### src/rtl/aes_pkg.sv
// aes_pkg: shared types, constants and byte-level transforms for the iterative AES core.
// Latency: n/a (package of constants and combinational helper functions).
// Backpressure: n/a.
// Contents: nr_de_nk, estado_fsm_t {OCIOSO, CIFRANDO, PRONTO}, LARG_BLOCO, LARG_PALAVRA,
//           S-box table, substituiBytes / rotacionaLinhas / multiplicaColunas.
package aes_pkg;

  localparam int LARG_BLOCO   = 128;
  localparam int LARG_PALAVRA = 32;

  typedef enum logic [1:0] {OCIOSO, CIFRANDO, PRONTO} estado_fsm_t;

  // S-box, entry 0 in the most significant byte.
  localparam logic [2047:0] SBOX_TAB = {
    128'h637c777bf26b6fc53001672bfed7ab76,
    128'hca82c97dfa5947f0add4a2af9ca472c0,
    128'hb7fd9326363ff7cc34a5e5f171d83115,
    128'h04c723c31896059a071280e2eb27b275,
    128'h09832c1a1b6e5aa0523bd6b329e32f84,
    128'h53d100ed20fcb15b6acbbe394a4c58cf,
    128'hd0efaafb434d338545f9027f503c9fa8,
    128'h51a3408f929d38f5bcb6da2110fff3d2,
    128'hcd0c13ec5f974417c4a77e3d645d1973,
    128'h60814fdc222a908846eeb814de5e0bdb,
    128'he0323a0a4906245cc2d3ac629195e479,
    128'he7c8376d8dd54ea96c56f4ea657aae08,
    128'hba78252e1ca6b4c6e8dd741f4bbd8b8a,
    128'h703eb5664803f60e613557b986c11d9e,
    128'he1f8981169d98e949b1e87e9ce5528df,
    128'h8ca1890dbfe6426841992d0fb054bb16
  };

  function automatic int nr_de_nk(input int nk);
    return nk + 6;
  endfunction

  function automatic logic [7:0] sbox(input logic [7:0] b);
    return SBOX_TAB[2047 - 8 * int'(b) -: 8];
  endfunction

  function automatic logic [7:0] xtime(input logic [7:0] b);
    return {b[6:0], 1'b0} ^ (b[7] ? 8'h1b : 8'h00);
  endfunction

  // State byte i lives at bits [127-8i -: 8]; byte index = row + 4*column.
  function automatic logic [127:0] substituiBytes(input logic [127:0] s);
    logic [127:0] r;
    r = '0;
    for (int i = 0; i < 16; i++) r[127 - 8 * i -: 8] = sbox(s[127 - 8 * i -: 8]);
    return r;
  endfunction

  function automatic logic [127:0] rotacionaLinhas(input logic [127:0] s);
    logic [127:0] r;
    r = '0;
    for (int col = 0; col < 4; col++)
      for (int lin = 0; lin < 4; lin++)
        r[127 - 8 * (lin + 4 * col) -: 8] = s[127 - 8 * (lin + 4 * ((col + lin) % 4)) -: 8];
    return r;
  endfunction

  function automatic logic [127:0] multiplicaColunas(input logic [127:0] s);
    logic [127:0] r;
    logic [7:0]   a0, a1, a2, a3;
    r = '0;
    for (int col = 0; col < 4; col++) begin
      a0 = s[127 - 32 * col -: 8];
      a1 = s[119 - 32 * col -: 8];
      a2 = s[111 - 32 * col -: 8];
      a3 = s[103 - 32 * col -: 8];
      r[127 - 32 * col -: 8] = xtime(a0) ^ xtime(a1) ^ a1 ^ a2 ^ a3;
      r[119 - 32 * col -: 8] = a0 ^ xtime(a1) ^ xtime(a2) ^ a2 ^ a3;
      r[111 - 32 * col -: 8] = a0 ^ a1 ^ xtime(a2) ^ xtime(a3) ^ a3;
      r[103 - 32 * col -: 8] = xtime(a0) ^ a0 ^ a1 ^ a2 ^ xtime(a3);
    end
    return r;
  endfunction

endpackage

### src/rtl/rodada_aes.sv
// rodada_aes: one combinational AES round (SubBytes, ShiftRows, optional MixColumns, AddRoundKey).
// Latency: 0 cycles, purely combinational.
// Backpressure: none; output follows inputs.
// Ports: bloco (state in), chaveRodada (round key), rodada_final (1 skips MixColumns), saida (state out).
module rodada_aes
  import aes_pkg::*;
(
  input  logic [LARG_BLOCO-1:0] bloco,
  input  logic [LARG_BLOCO-1:0] chaveRodada,
  input  logic                  rodada_final,
  output logic [LARG_BLOCO-1:0] saida
);

  logic [LARG_BLOCO-1:0] deslocado;

  assign deslocado = rotacionaLinhas(substituiBytes(bloco));
  assign saida     = (rodada_final ? deslocado : multiplicaColunas(deslocado)) ^ chaveRodada;

endmodule

### src/rtl/cifrador_aes_iterativo.sv
// cifrador_aes_iterativo: iterative AES-128/192/256 encryptor, one round per clock, shared round logic.
// Latency: accept at edge T, saida_valida after edge T+NR (10/12/14 for NK=4/6/8).
// Backpressure: valid/ready both sides; result held in PRONTO until saida_pronta, next block accepted on the same edge.
// Ports: clk, rst (async, active-high); entrada_valida/entrada_pronta/bloco/chaveExpandida in;
//        saida_valida/saida_pronta/saida out; ocupado = block in flight or held.
// Option: define CIFRA_AES_REGISTRA_CHAVE_EN to capture chaveExpandida on acceptance;
//         otherwise the caller holds chaveExpandida stable until saida_valida rises.
module cifrador_aes_iterativo
  import aes_pkg::*;
#(
  parameter  int NK         = 4,
  localparam int NR         = nr_de_nk(NK),
  localparam int LARG_CHAVE = 128 * (NR + 1)
) (
  input  logic                  clk,
  input  logic                  rst,
  input  logic                  entrada_valida,
  output logic                  entrada_pronta,
  input  logic [LARG_BLOCO-1:0] bloco,
  input  logic [LARG_CHAVE-1:0] chaveExpandida,
  output logic                  saida_valida,
  input  logic                  saida_pronta,
  output logic [LARG_BLOCO-1:0] saida,
  output logic                  ocupado
);

  localparam logic [3:0] NR_C = 4'(NR);

  estado_fsm_t           estado_fsm;
  logic [LARG_BLOCO-1:0] estado;
  logic [3:0]            contador;
  logic [LARG_BLOCO-1:0] rodada_saida;
  logic [LARG_BLOCO-1:0] chave_rodada;
  logic [LARG_CHAVE-1:0] chave_src;
  logic [LARG_BLOCO-1:0] chaves [0:NR];
  logic                  aceita;

  // In PRONTO the output handshake frees the state register on the same edge,
  // so a new block can be taken without passing through OCIOSO.
  assign entrada_pronta = (estado_fsm == OCIOSO) || ((estado_fsm == PRONTO) && saida_pronta);
  assign aceita         = entrada_valida && entrada_pronta;
  assign saida_valida   = (estado_fsm == PRONTO);
  assign ocupado        = (estado_fsm != OCIOSO);
  assign saida          = estado;

`ifdef CIFRA_AES_REGISTRA_CHAVE_EN
  logic [LARG_CHAVE-1:0] chave_reg;

  always_ff @(posedge clk or posedge rst) begin
    if (rst) begin
      chave_reg <= '0;
    end else if (aceita) begin
      chave_reg <= chaveExpandida;
    end
  end

  assign chave_src = chave_reg;
`else
  assign chave_src = chaveExpandida;
`endif

  for (genvar r = 0; r <= NR; r++) begin : g_chaves
    assign chaves[r] = chave_src[LARG_CHAVE - 1 - 128 * r -: 128];
  end

  assign chave_rodada = chaves[contador];

  rodada_aes u_rodada (
    .bloco        (estado),
    .chaveRodada  (chave_rodada),
    .rodada_final (contador == NR_C),
    .saida        (rodada_saida)
  );

  always_ff @(posedge clk or posedge rst) begin
    if (rst) begin
      estado_fsm <= OCIOSO;
      estado     <= '0;
      contador   <= '0;
    end else if (aceita) begin
      // Round 0 (AddRoundKey) is folded into acceptance; key 0 always comes straight
      // from the input bus because a captured copy would not exist until this edge.
      estado     <= bloco ^ chaveExpandida[LARG_CHAVE - 1 -: 128];
      contador   <= 4'd1;
      estado_fsm <= CIFRANDO;
    end else begin
      case (estado_fsm)
        CIFRANDO: begin
          estado <= rodada_saida;
          if (contador == NR_C) begin
            estado_fsm <= PRONTO;
          end else begin
            contador <= contador + 4'd1;
          end
        end
        PRONTO: begin
          if (saida_pronta) begin
            estado_fsm <= OCIOSO;
          end
        end
        default: begin
        end
      endcase
    end
  end

endmodule

### config.mk
export PLATFORM = sky130hd
export DESIGN_NAME = cifrador_aes_iterativo
export DESIGN_NICKNAME = d
export VERILOG_FILES = /design/src/rtl/aes_pkg.sv /design/src/rtl/rodada_aes.sv /design/src/rtl/cifrador_aes_iterativo.sv
export SDC_FILE = /design/constraint.sdc
export NUM_CORES = 2
export LEC_CHECK = 0
export ABC_CLOCK_PERIOD_IN_PS = 9600
export CORE_AREA = 4 4 647 649
export DETAILED_ROUTE_END_ITERATION = 10
export DIE_AREA = 0 0 651 653
export PLACE_DENSITY_LB_ADDON = 0.3
export SLEW_MARGIN = 10
export SYNTH_ARGS = -nofsm -noshare
export SYNTH_HDL_FRONTEND = slang
export SYNTH_SLANG_ARGS = --single-unit
### constraint.sdc
create_clock -name clk -period 9.6 [get_ports clk]
set_clock_uncertainty 0.2 [all_clocks]
set_input_delay 1.92 -clock clk [delete_from_list [all_inputs] [get_ports clk]]
set_output_delay 1.92 -clock clk [all_outputs]
set_load 0.01 [all_outputs]
==> summary.md <==
The multiplexer area fraction after synthesis works out to 18.4%. In the routed design, unresolved DRC markers number 0. The die span in x was 651 microns. The largest fanout on the critical path is 28. Traced cell by cell, the critical path runs through buf_4, inv_1, ha_1, nor2b_1, nor2_1, o21a_1, mux4_2, mux4_2, xnor2_1, xor2_1, xnor3_1, mux2i_1, a221oi_1. In the synthesized netlist the dominant register cell turns out to be sky130_fd_sc_hd__dfrtp_1. The slew of the pin with the lowest slew margin is 1.45 ns, and the chip height is 653 microns.

The level count of the clock H-tree came out at 4. The share of synthesized cell area in and, or, nand and nor gates works out to 21.7%. Clock-pin slew reported for the worst setup and hold paths after clock tree synthesis: 0.10 ns. Global routing used 34.8% of the available tracks. CTS placed an instance of sky130_fd_sc_hd__clkbuf_16 at the clock tree root. Counting the buffers created by CTS gives 17. TritonCTS built the clock tree. The tools report the count of warnings emitted by yosys as 0. For this run, asynchronously set or reset flops after synthesis account for 100%.

The clock period minus final worst setup slack is 6.72 ns, and the post-synthesis sequential element count is 134. For this run, the slowest stage of the critical path takes 0.82 ns. The type of origin of the critical path was a flip-flop. After legalization and detailed placement, the total HPWL measured 630000 microns. The core box area was 413000 sq um; the number of buffers inserted by port buffering was 1670. The logs give 2 for the deepest clock path buffer count and 304000 microns for the routed length on met1. The number of max-slew violations in the final report was 0. In the synthesized netlist, the number of instances is 11100.

The tools report the kind of end point of the critical path as a flip-flop. The post-synthesis xor/xnor area fraction was 9.12%; the fraction of final layout cells sized beyond drive strength 1 was 10.5%. Together, buffers and inverters on the worst path number 2. The tools report the number of endpoints with negative hold slack in the final report as 0. For the worst setup path, the data arrival time is 6.90 ns. Detailed routing placed a total of 319000 microns of wire on met2. Summing every instance area after synthesis gives 79800 sq um. The routed design has 783000 microns of wire. Net count reported at finish: 13600.

Of the total synthesized cell area, the portion taken by full adders, half adders and majority gates is 3.70%. The compound-gate portion of the synthesized area is 34.3%. Post-synthesis cell type count: 121. On the critical path the largest part of the delay comes from multiplexers.

After filler insertion, the fill cell instance count of the layout stands at 46100. The required time of the critical path was 9.78 ns; the routed via count divided by cell count was 6.15. The number of clock sinks seen by CTS is 134. The met3 wirelength from detailed routing is 87100 microns. Category of the critical setup timing path: flip-flop to flip-flop. Count of maximum capacitance violations: 0. Once the floorplan was initialized, standard cells occupied 19.4% of the core. The total congestion overflow was 0. The post-route clock period utilization is 70.0%, and the number of placement rows is 236. Setup repair after global routing left no endpoint under its margin. The worst-path cell with the longest stage delay is sky130_fd_sc_hd__nor2b_1.

For the maximum number of pins on one net before global-route repair, the log shows 89. Yosys mapped a number of flops with a built-in enable equal to 0. Full die area: 425000 sq um.

The flow ran to the end, and the final reports show no timing, DRC or antenna violations. Synthesis produced a netlist with a net count of 12800. For the number of top-level design ports, the log shows 1671. In this run the top signal layer used is met5.

After clock tree synthesis, the setup repair step added 0 buffers. The DRC violation total after the first TritonRoute iteration came out at 18600. Type of the most critical hold path: flip-flop to flip-flop. In this run, placement finished with an instance count of 17300. The tools report the number of antenna violations at the first check in global routing as 304. Setup violations remaining at the end of the flow were counted as 0. Timing would allow up to 149 MHz.

After routing, the total negative slack on setup checks comes to 0 ns. Library cell appearing most often on the critical path: sky130_fd_sc_hd__mux4_2. Count of hold buffers inserted by post-cts repair: 0.

For the number of global-route vias before repair, the log shows 98000. The worst-skew pair later-pin latency was 0.58 ns. Dividing the detail-routed wire length by the instance count gives 44.7 microns. The tools report the count of cells resized by post-cts repair as 0. The area growth from synthesis to layout is 27.4%.

The largest family of logic cells by synthesized area is compound AO/OA/AOI/OAI gates. Of the synthesized area, sequential elements account for 4.20%. The average instance area after synthesis works out to 7.21 sq um. The routability-driven placement congestion ratio came out at 1.05. The run gives 1010000 microns as the first-pass GRT wire length. After the flow finishes, the layout carries non-filler instances totaling 17500.

The logs give 0 for the post-detailed-route count of antenna-violating nets and 2.22% for the worst max-slew margin expressed relative to the limit. For this run, the detailed router's first-pass iteration total came to 8. Across all layers, the routed design uses 108000 vias.
-- cells in the mapped netlist (all sizes together) (46+ instances only) --
| cell type | instances | share of area (%) |
|---|---|---|
| nor2b | 314 | 2.5 |
| or3 | 94 | 0.74 |
| nand3 | 335 | 2.1 |
| and3 | 65 | 0.51 |
| mux2i | 375 | 4.7 |
| clkbuf | 630 | 3.0 |
| or2 | 93 | 0.73 |
| o311ai | 185 | 2.1 |
| xor2 | 233 | 2.6 |
| nor3b | 66 | 0.63 |
| nand2 | 781 | 3.7 |
| o311a | 48 | 0.60 |
| nor3 | 397 | 2.5 |
| a2111oi | 64 | 0.71 |
| dfrtp | 134 | 4.2 |
| o211ai | 202 | 1.9 |
| a221oi | 108 | 1.2 |
| inv | 163 | 0.77 |
| o31ai | 105 | 1.0 |
| nand2b | 304 | 2.4 |
| o221ai | 92 | 1.0 |
| a211o | 61 | 0.67 |
| nor2 | 804 | 3.8 |
| a21o | 59 | 0.55 |
| and2 | 101 | 0.79 |
| ha | 234 | 3.7 |
| xnor3 | 46 | 1.3 |
| o22ai | 183 | 1.4 |
| xnor2 | 443 | 4.9 |
| o21ai | 923 | 5.8 |
| a21oi | 905 | 5.7 |
| buf | 711 | 4.8 |
| a211oi | 231 | 2.2 |
| o21a | 54 | 0.51 |
| mux2 | 49 | 0.70 |
| a311oi | 150 | 1.7 |
| mux4 | 460 | 13 |
| a31oi | 228 | 1.8 |
-- placed cells by master, fill, tap and decap left out, drive strengths merged, types with 134 or more instances in the layout --
cell / instances
nand3: 335
xnor2: 443
dfrtp: 134
mux2i: 375
diode: 211
inv: 169
nand2: 781
mux4: 460
a211oi: 231
nand2b: 304
o21ai: 923
ha: 234
clkdlybuf4s50: 1670
a31oi: 228
nor2: 804
buf: 381
xor2: 233
o211ai: 202
a311oi: 150
a21oi: 905
nor3: 397
o22ai: 183
nor2b: 314
o311ai: 185
-- metal layers --
layer | up-vias | GRT usage (%)
li1 | 44000 | -
met1 | 53400 | 43.8
met2 | 8403 | 49.7
met3 | 1668 | 10.7
met4 | 146 | 25.7
met5 | - | 0
-- stage by stage --
stage / instance area [sq um] / util, % / setup slack, ns / hold WS (ns)
5_1_grt: 102000 / 24.6 / 2.94 / 0.400
3_5_place_dp: 101000 / 24.4 / 3.21 / 0.339
6_report: 102000 / 24.7 / 2.88 / 0.354
2_1_floorplan: 79800 / - / 3.90 / 0.300
3_3_place_gp: 101000 / 24.4 / 3.10 / 0.319
4_1_cts: 101000 / 24.5 / 3.19 / 0.354
-- final timing paths --
kind	startpoint	to	slack (ns)	cells past startpoint
worst max-delay path	saida[104]	saida[57]	2.88	13
worst min-delay path	estado_fsm[1]	estado_fsm[1]	0.35	2
worst max register to register	saida[104]	saida[57]	2.88	13
worst min register to register	estado_fsm[1]	estado_fsm[1]	0.35	2
max in group asynchronous	rst	saida[19]	6.16	3
min in group asynchronous	rst	saida[6]	1.61	2
-- registers in the layout (all words and copies together), names as in the netlist --
register	count
saida	128
estado_fsm	2
contador	4
-- kinds of logic (layout without fill, tap and decap cells) --
logic type / Yosys count / count (layout)
buffers and inverters: 1527 / 2269
other: 0 / 211
AND/OR/NAND/NOR: 3500 / 3500
adder cells (fa/ha/maj): 237 / 237
XOR/XNOR: 732 / 732
multiplexers: 884 / 884
flip-flops: 134 / 134
AO/OA/AOI/OAI: 4058 / 4058
-- layout make-up --
class                   count  area (sq um)  area share [%]
diodes                    211           528           0.519
clock buffers              19           443           0.435
clock inverters            13           146           0.144
inverters                 186           706           0.694
multi-input cells        9411         69800            68.6
flip-flops and latches    134          3490            3.43
well taps                5474          6850            6.73
repair buffers           2051         19700            19.4
-- worst reg2reg max path, cell delays in order, from the launching register on --
cell	delay, ns
sky130_fd_sc_hd__dfrtp_1	0.47
sky130_fd_sc_hd__buf_4	0.42
sky130_fd_sc_hd__inv_1	0.44
sky130_fd_sc_hd__ha_1	0.68
sky130_fd_sc_hd__nor2b_1	0.82
sky130_fd_sc_hd__nor2_1	0.27
sky130_fd_sc_hd__o21a_1	0.25
sky130_fd_sc_hd__mux4_2	0.44
sky130_fd_sc_hd__mux4_2	0.71
sky130_fd_sc_hd__xnor2_1	0.55
sky130_fd_sc_hd__xor2_1	0.28
sky130_fd_sc_hd__xnor3_1	0.35
sky130_fd_sc_hd__mux2i_1	0.40
sky130_fd_sc_hd__a221oi_1	0.25
Power is left out: the tool's default activity adds up to more than one toggle a clock period on the data nets, which glitch-free logic cannot reach.
